**config.mk**
```make
export PLATFORM = sky130hd
export DESIGN_NAME = alu_mod_sequencer
export DESIGN_NICKNAME = d
export VERILOG_FILES = /design/src/rtl/alu_mod_sequencer.sv
export SDC_FILE = /design/constraint.sdc
export NUM_CORES = 1
export LEC_CHECK = 0
export CAP_MARGIN = 20
export CORE_MARGIN = 2
export CORE_UTILIZATION = 30
export CTS_BUF_LIST = sky130_fd_sc_hd__clkbuf_8
export CTS_CLUSTER_DIAMETER = 50
export CTS_CLUSTER_SIZE = 30
export DETAILED_ROUTE_END_ITERATION = 10
export GPL_TIMING_DRIVEN = 0
export PLACE_DENSITY = 0.58
export SETUP_SLACK_MARGIN = 0.2
export SLEW_MARGIN = 15
export SYNTH_ARGS = -nofsm -noshare
export SYNTH_HDL_FRONTEND = slang
export SYNTH_SLANG_ARGS = --single-unit
```
**constraint.sdc**
```tcl
create_clock -name clk -period 4.4 [get_ports clk]
set_input_delay 0.44 -clock clk [delete_from_list [all_inputs] [get_ports clk]]
set_output_delay 0.44 -clock clk [all_outputs]
set_load 0.005 [all_outputs]
```
**src/rtl/alu_mod_sequencer.sv**
```systemverilog
// Multi-cycle A mod B / A div B sequencer that borrows a shared 32-bit ALU,
// stepping it through AND (zero test), LESS THAN (compare) and SUB (subtract).
module alu_mod_sequencer #(
    parameter int MAX_ITER = 1024
) (
    input  logic        clk,
    input  logic        reset,
    input  logic        start_valid,
    output logic        start_ready,
    input  logic [31:0] op_a,
    input  logic [31:0] op_b,
    output logic        result_valid,
    input  logic        result_ready,
    output logic [31:0] remainder,
    output logic [31:0] quotient,
    output logic [1:0]  err,
    output logic [31:0] alu_src1,
    output logic [31:0] alu_src2,
    output logic [2:0]  alu_ctr,
    input  logic [31:0] alu_result,
    input  logic        zero_bit
);

    localparam int IW = $clog2(MAX_ITER + 1);

    localparam logic [2:0] IDLE = 3'd0;
    localparam logic [2:0] CHKZ = 3'd1;
    localparam logic [2:0] CMP  = 3'd2;
    localparam logic [2:0] SUB  = 3'd3;
    localparam logic [2:0] DONE = 3'd4;

    localparam logic [2:0] CTR_AND = 3'b000;
    localparam logic [2:0] CTR_LT  = 3'b100;
    localparam logic [2:0] CTR_SUB = 3'b110;

    localparam logic [1:0] ERR_OK    = 2'b00;
    localparam logic [1:0] ERR_DIV0  = 2'b01;
    localparam logic [1:0] ERR_RANGE = 2'b10;
    localparam logic [1:0] ERR_TMO   = 2'b11;

    logic [2:0]    state;
    logic [31:0]   r_reg;
    logic [31:0]   b_reg;
    logic [IW-1:0] iter;

    assign start_ready  = (state == IDLE);
    assign result_valid = (state == DONE);

    // ALU controls depend only on registered state, so no input reaches them combinationally.
    always_comb begin
        alu_src1 = 32'd0;
        alu_src2 = 32'd0;
        alu_ctr  = CTR_AND;
        case (state)
            CHKZ: begin
                alu_src1 = b_reg;
                alu_src2 = b_reg;
                alu_ctr  = CTR_AND;
            end
            CMP: begin
                alu_src1 = r_reg;
                alu_src2 = b_reg;
                alu_ctr  = CTR_LT;
            end
            SUB: begin
                alu_src1 = r_reg;
                alu_src2 = b_reg;
                alu_ctr  = CTR_SUB;
            end
            default: ;
        endcase
    end

    // Result registers are written only on the transition into DONE and hold until the next one.
    always_ff @(posedge clk or negedge reset) begin
        if (!reset) begin
            state     <= IDLE;
            r_reg     <= 32'd0;
            b_reg     <= 32'd0;
            iter      <= '0;
            remainder <= 32'd0;
            quotient  <= 32'd0;
            err       <= ERR_OK;
        end else begin
            case (state)
                IDLE: begin
                    if (start_valid) begin
                        r_reg <= op_a;
                        b_reg <= op_b;
                        iter  <= '0;
                        if (op_a[31] || op_b[31]) begin
                            state     <= DONE;
                            err       <= ERR_RANGE;
                            remainder <= 32'd0;
                            quotient  <= 32'd0;
                        end else begin
                            state <= CHKZ;
                        end
                    end
                end
                CHKZ: begin
                    if (zero_bit) begin
                        state     <= DONE;
                        err       <= ERR_DIV0;
                        remainder <= 32'd0;
                        quotient  <= 32'd0;
                    end else begin
                        state <= CMP;
                    end
                end
                CMP: begin
                    if (alu_result[0]) begin
                        state     <= DONE;
                        err       <= ERR_OK;
                        remainder <= r_reg;
                        quotient  <= 32'(iter);
                    end else if (iter == IW'(MAX_ITER)) begin
                        state     <= DONE;
                        err       <= ERR_TMO;
                        remainder <= r_reg;
                        quotient  <= 32'(iter);
                    end else begin
                        state <= SUB;
                    end
                end
                SUB: begin
                    r_reg <= alu_result;
                    iter  <= iter + 1'b1;
                    state <= CMP;
                end
                DONE: begin
                    if (result_ready) begin
                        state <= IDLE;
                    end
                end
                default: state <= IDLE;
            endcase
        end
    end

endmodule

```
# After elaboration in Yosys (flattened, before gate mapping)
# Index checks and enable logic that the tools add are counted.
word_totals:
  ff_bits: 144
  input_bits: 101
  word_cells: 57
classes:
  add_sub_neg: 1
  eq_ne: 10
  n_mux: 29
  reduce_logical: 10
ops:
  columns: ["op", "count"]
  rows:
  - ["2-to-1 mux 32 bit", 9]
  - ["case mux 32 bit (3 select lines)", 2]
  - ["case mux 32 bit (2 select lines)", 2]
  - ["case mux 11 bit (2 select lines)", 1]
  - ["2-to-1 mux 3 bit", 6]
  - ["case mux 3 bit (5 select lines)", 1]
  - ["adder 11 x 1 -> 11 bit (second input constant)", 1]
  - ["equality test 11 bit (second input constant)", 1]
  - ["2-to-1 mux 11 bit", 1]
  - ["2-to-1 mux 2 bit", 5]
  - ["equality test 3 x 2 -> 1 bit (second input constant)", 2]
  - ["case mux 2 bit (3 select lines)", 1]
  - ["case mux 3 bit (2 select lines)", 1]
  - ["AND reduction 2 bit", 3]
  - ["AND reduction 5 bit", 1]
  - ["!= test 2 x 1 -> 1 bit (second input constant)", 2]
  - ["!= test 2 bit (second input constant)", 2]
  - ["equality test 3 x 1 -> 1 bit (second input constant)", 1]
  - ["equality test 3 bit (second input constant)", 1]
  - ["logical NOT 3 bit", 1]
  - ["!= test 3 bit (second input constant)", 1]
  - ["nonzero test 3 bit", 1]
  - ["OR reduction 3 bit", 1]
  - ["nonzero test 2 bit", 1]
  - ["2 further kinds", 2]

# Logic depth before layout (Yosys ltp)
logic_depth:
  depth_word: 4
  ltp_mapped: 8
  mapped_depth_nobuf: 5

# Worst setup path before layout
# OpenSTA, ideal clock, no wires.
synth_timing:
  path_kind: "register to output"
  startpoint: "register state[2]"
  endpoint: "output alu_src1[0]"
  arrival_time_ns: 1.305
  required_time_ns: 3.960
  slack_ns: 2.655
  stages_incl_launch_ff: 5
  path_cell_list: "dfrtp_1 -> buf_6 -> nor3_2 -> clkbuf_1 -> a22o_1"
synth_via:
  elab_chain_cells: 3
  word_cells_on_any_way: 5
  classes_between: "eq/ne: 3; mux: 1; reduce/logical: 1"
synth_rtl:
  columns: ["item", "line_no", "source"]
  rows:
  - ["start, declared", "41", "logic [2:0] state;"]
  - ["start signal, assigned", "77", "state <= IDLE;"]
  - ["start signal, assigned", "92", "state <= DONE;"]
  - ["start signal, assigned", "97", "state <= CHKZ;"]
  - ["equality test 3 x 2 -> 1 bit", "54", "case (state)"]
  - ["OR reduction 2 bit (no source line)", null, null]
  - ["case mux 32 bit (2 select lines) *", "54", null]
  - ["end, declared", "17", "output logic [31:0] alu_src1,"]
# Mark *: on every way between the ends. The rest lies on a longest branch, timed or not.

# Worst setup path in the final report
layout_timing:
  startpoint: "register state[1]"
  endpoint: "output alu_src2[19]"
layout_via:
  elab_chain_cells: 3
  word_cells_on_any_way: 5
  classes_between: "eq/ne: 3; mux: 1; reduce/logical: 1"
layout_rtl:
  columns: ["item", "line_no", "source"]
  rows:
  - ["equality test 3 x 2 -> 1 bit / equality test 3 x 1 -> 1 bit (equally long branches)", "54", null]
  - ["OR reduction 3 bit (no source line) *", null, null]
  - ["2-to-1 mux 32 bit *", "54", null]
  - ["end, declared", "18", "output logic [31:0] alu_src2,"]
# Marked as above.

==> flow_metrics.py <==
metrics = {
    "run_status": {
        "status": "completed",
    },
    "logic_synthesis": {
        "syn_inst": 605,
        "yosysTopAreaCell": "dfrtp_1",
        "synth_top_area_share_pct": 52.89,
        "synth_area_leaders": "dfrtp_1, nand2_1, a22o_1",
        "synth_ff_type": "dfrtp_1",
        "synth_edf_count": 0,
        "async_reset_ff_share_pct": 100.0,
        "ys_seq_area_share_pct": 52.89,
        "syn_area_um2": 5819,
        "ys_warn_count": 0,
        "ys_ff_latch": 123,
        "synthDistinctLibCells": 46,
        "synth.avg_cell_area_um2": 9.619,
    },
    "floorplan": {
        "io_pins": 236,
        "core-area_um2": 18890,
        "die-area_um2": 20530,
        "die_height_um": 143.3,
        "die_x_um": 143.3,
        "rows": 50,
        "start_util_pct": 30.80,
    },
    "sta": {
        "layout_min_cycle_time_ns": 3.592,
        "fin_tns_setup_ns": 0,
        "slew_headroom_pct": 44.08,
        "tightest_slew_ns": 0.8343,
        "final_max_slew_viol_count": 0,
        "fmax_mhz": 278.4,
        "hold_violations": 0,
        "setup_viol": 0,
        "skew_ns": 0.01655,
        "period_share_pct": 81.63,
        "rsz0062_at_grt": "no",
    },
    "critical_path": {
        "cp-start-kind": "flop",
        "max_stage_delay_ns": 0.67,
        "critPathTopFamily": "simple AND/OR/NAND/NOR gates",
        "regToRegSetupSlack_ns": 2.24,
        "setup.worst_path.end_class": "primary output",
        "crit_start": "state[1]",
        "crit_arrival_ns": 3.15,
        "rr_endpoint": "state[1]",
        "path_cells": "buf_6 -> nor3_2 -> nor2_1 -> clkbuf_1 -> nor2b_1 -> clkdlybuf4s50_1",
        "crit_type": "reg2out",
        "rr_startpoint": "state[1]",
        "cp_num_buf_inv": 3,
        "critPathMaxFanout": 10,
        "crit_slowest_cell": "nor3_2",
        "r2r_cells": 5,
        "worst_ep_required_time_ns": 3.96,
    },
    "finish": {
        "nets": 962,
        "num-fill-cells": 1869,
        "final_layout_size_suffix_gt1_share_pct": 9.977,
        "antenna_cells": 0,
        "multiInputGateArea_um2": 2369,
        "seq_area_um2": 3078,
        "synthToLayoutAreaGrowth_pct": 51.54,
    },
    "clock_tree": {
        "cts_buffers": 17,
        "cts_sinks": 123,
        "cts_max_level": 4,
        "clock_path_buffers": 2,
        "worstSkewPairLatency_ns": 0.45,
        "clk_pin_slew_worst_paths_ns": 0.08,
        "root_buffer": "clkbuf_8",
        "cts_tree": "done",
        "cts_setup_buffers": 0,
    },
    "placement": {
        "io_buffer_count": 212,
        "routabilityCongestion": 0.8258,
        "dp_hpwl_um": 15050,
    },
    "hold_path": {
        "holdCritStartpoint": "b_reg[9]",
        "hold_path.class": "reg2reg",
        "min_to": "b_reg[9]",
        "whs_path_depth": 2,
    },
    "grt": {
        "grt_pass1_wl_um": 31530,
        "overflow": 0,
        "grt.total_usage_pct": 20.72,
        "antenna_found_initial": 0,
        "grt_max_degree": 71,
        "grt_pass1_vias": 5391,
    },
    "flow_run": {
        "maxCapViolCount": 0,
    },
    "route": {
        "via_count": 5335,
        "dr.pass1.iters": 5,
        "drtIter0Drc": 283,
        "postRouteAntennaNets": 0,
        "wl_per_cell_um": 18.53,
        "route.detailed.drc": 0,
        "avgViaCountPerCell": 4.713,
        "finalWirelength_um": 20970,
    },
    "power_and_ir_drop": {
        "p_total_mw": 4.090,
        "p_int_mw": 2.693,
        "power_frac_comb_pct": 31.2,
        "swShare_pct": 34.15,
        "p_clk_share_pct": 26.9,
        "p_per_area_nw_per_um2": 463.8,
        "max-vdd-ir-drop_mv": 0.2191,
        "switching_power_mw": 1.397,
        "leakage_nw": 3.969,
        "pwr-share-seq_pct": 41.9,
    },
}
## metrics by stage
| stage | utilization (%) | hold slack (ns) | worst slack (ns) | std cells | area (um^2) |
|---|---|---|---|---|---|
| 2_1_floorplan | - | 0.1444 | 2.655 | 626 | 5898 |
| 3_3_place_gp | 44.17 | 0.4763 | -2.180 | 1098 | 8346 |
| 3_5_place_dp | 44.32 | 0.4347 | 1.343 | 1099 | 8374 |
| 4_1_cts | 46.68 | 0.4863 | 0.8398 | 1132 | 8818 |
| 5_1_grt | 46.68 | 0.4970 | 0.6712 | 1132 | 8818 |
| 6_report | 46.68 | 0.4977 | 0.8082 | 1132 | 8818 |
## layer usage
layer | vias up | GRT usage [%] | part of all wire [%]
met3 | 15 | 5.298 | 7.1
li1 | 2557 | - | -
met4 | 0 | 6.863 | 1.4
met1 | 2566 | 28.12 | 45
met5 | - | 0 | 0
met2 | 197 | 32.33 | 46
## kinds of logic after synthesis
family | after synthesis | share of synthesized area (%)
simple gates | 265 | 19.89
compound gates | 136 | 18.45
flops | 123 | 52.89
buf+inv | 75 | 7.762
mux | 3 | 0.5160
fa+ha+maj | 2 | 0.4299
other cells | 1 | 0.06444
## cells in the mapped netlist, types with 4 or more instances
master	n
nand2_1	170
dfrtp_1	123
a22o_1	72
nor2_1	37
nor2b_1	32
a31oi_1	31
buf_4	26
clkbuf_1	19
o21ai_0	15
buf_2	10
buf_6	8
inv_1	7
a32o_1	4
buf_1	4
nand3_1	4
## area by class of cell
type	count	area share, %
multi-input combinational	428	26.86
clock buffer	17	2.653
tap	260	3.689
buffer	67	4.781
inverter	8	0.3405
clock inverter	15	2.270
sequential	123	34.90
timing repair buffer	214	24.50
## placed cells by master (no fill, tap or decap), drive strengths merged, types with 2 or more instances in the layout
cell,synthesis,routed
clkbuf,19,36
a32o,4,4
a31oi,31,31
nand3,4,4
nor2,38,38
ha,2,2
clkdlybuf4s50,0,211
a22o,72,72
nor4,2,2
mux2i,3,3
nor2b,33,33
and2,3,3
clkinvlp,0,3
a22oi,3,3
o21ai,16,16
and3,2,2
and4,3,3
inv,8,10
clkinv,0,6
o31ai,2,2
dfrtp,123,123
bufinv,0,4
conb,1,22
buf,48,50
nand2,171,171
nor3,4,4
## worst min-delay path, stage by stage, from the launching register on
cell and delay, ns:
dfrtp_1 0.36, nand2_1 0.05, nand2_1 0.06
## power by group through the flow
stage	registers, mW	logic, mW	clock network, mW
2_1_floorplan	1.65	0.710	0
3_3_place_gp	1.73	1.27	0
3_5_place_dp	1.73	1.29	0
4_1_cts	1.71	1.30	1.13
5_1_grt	1.76	1.42	1.17
6_report	1.71	1.28	1.10
## timing repair
action / in CTS / in global routing
gates resized for setup: 0 / 0
hold endpoints to repair: 53 / 0
hold buffers: 1 / 0
## worst max-delay path by stage
stage | slack (ns) | end | cells after the start
2_1_floorplan | 2.65 | alu_src1[0] | 4
3_3_place_gp | -2.18 | b_reg[28] | 1
3_5_place_dp | 1.34 | alu_src2[19] | 6
4_1_cts | 0.84 | alu_src2[11] | 6
5_1_grt | 0.67 | alu_src2[11] | 6
6_report | 0.81 | alu_src2[19] | 6
No activity file was read; power rests on OpenSTA's default activity.
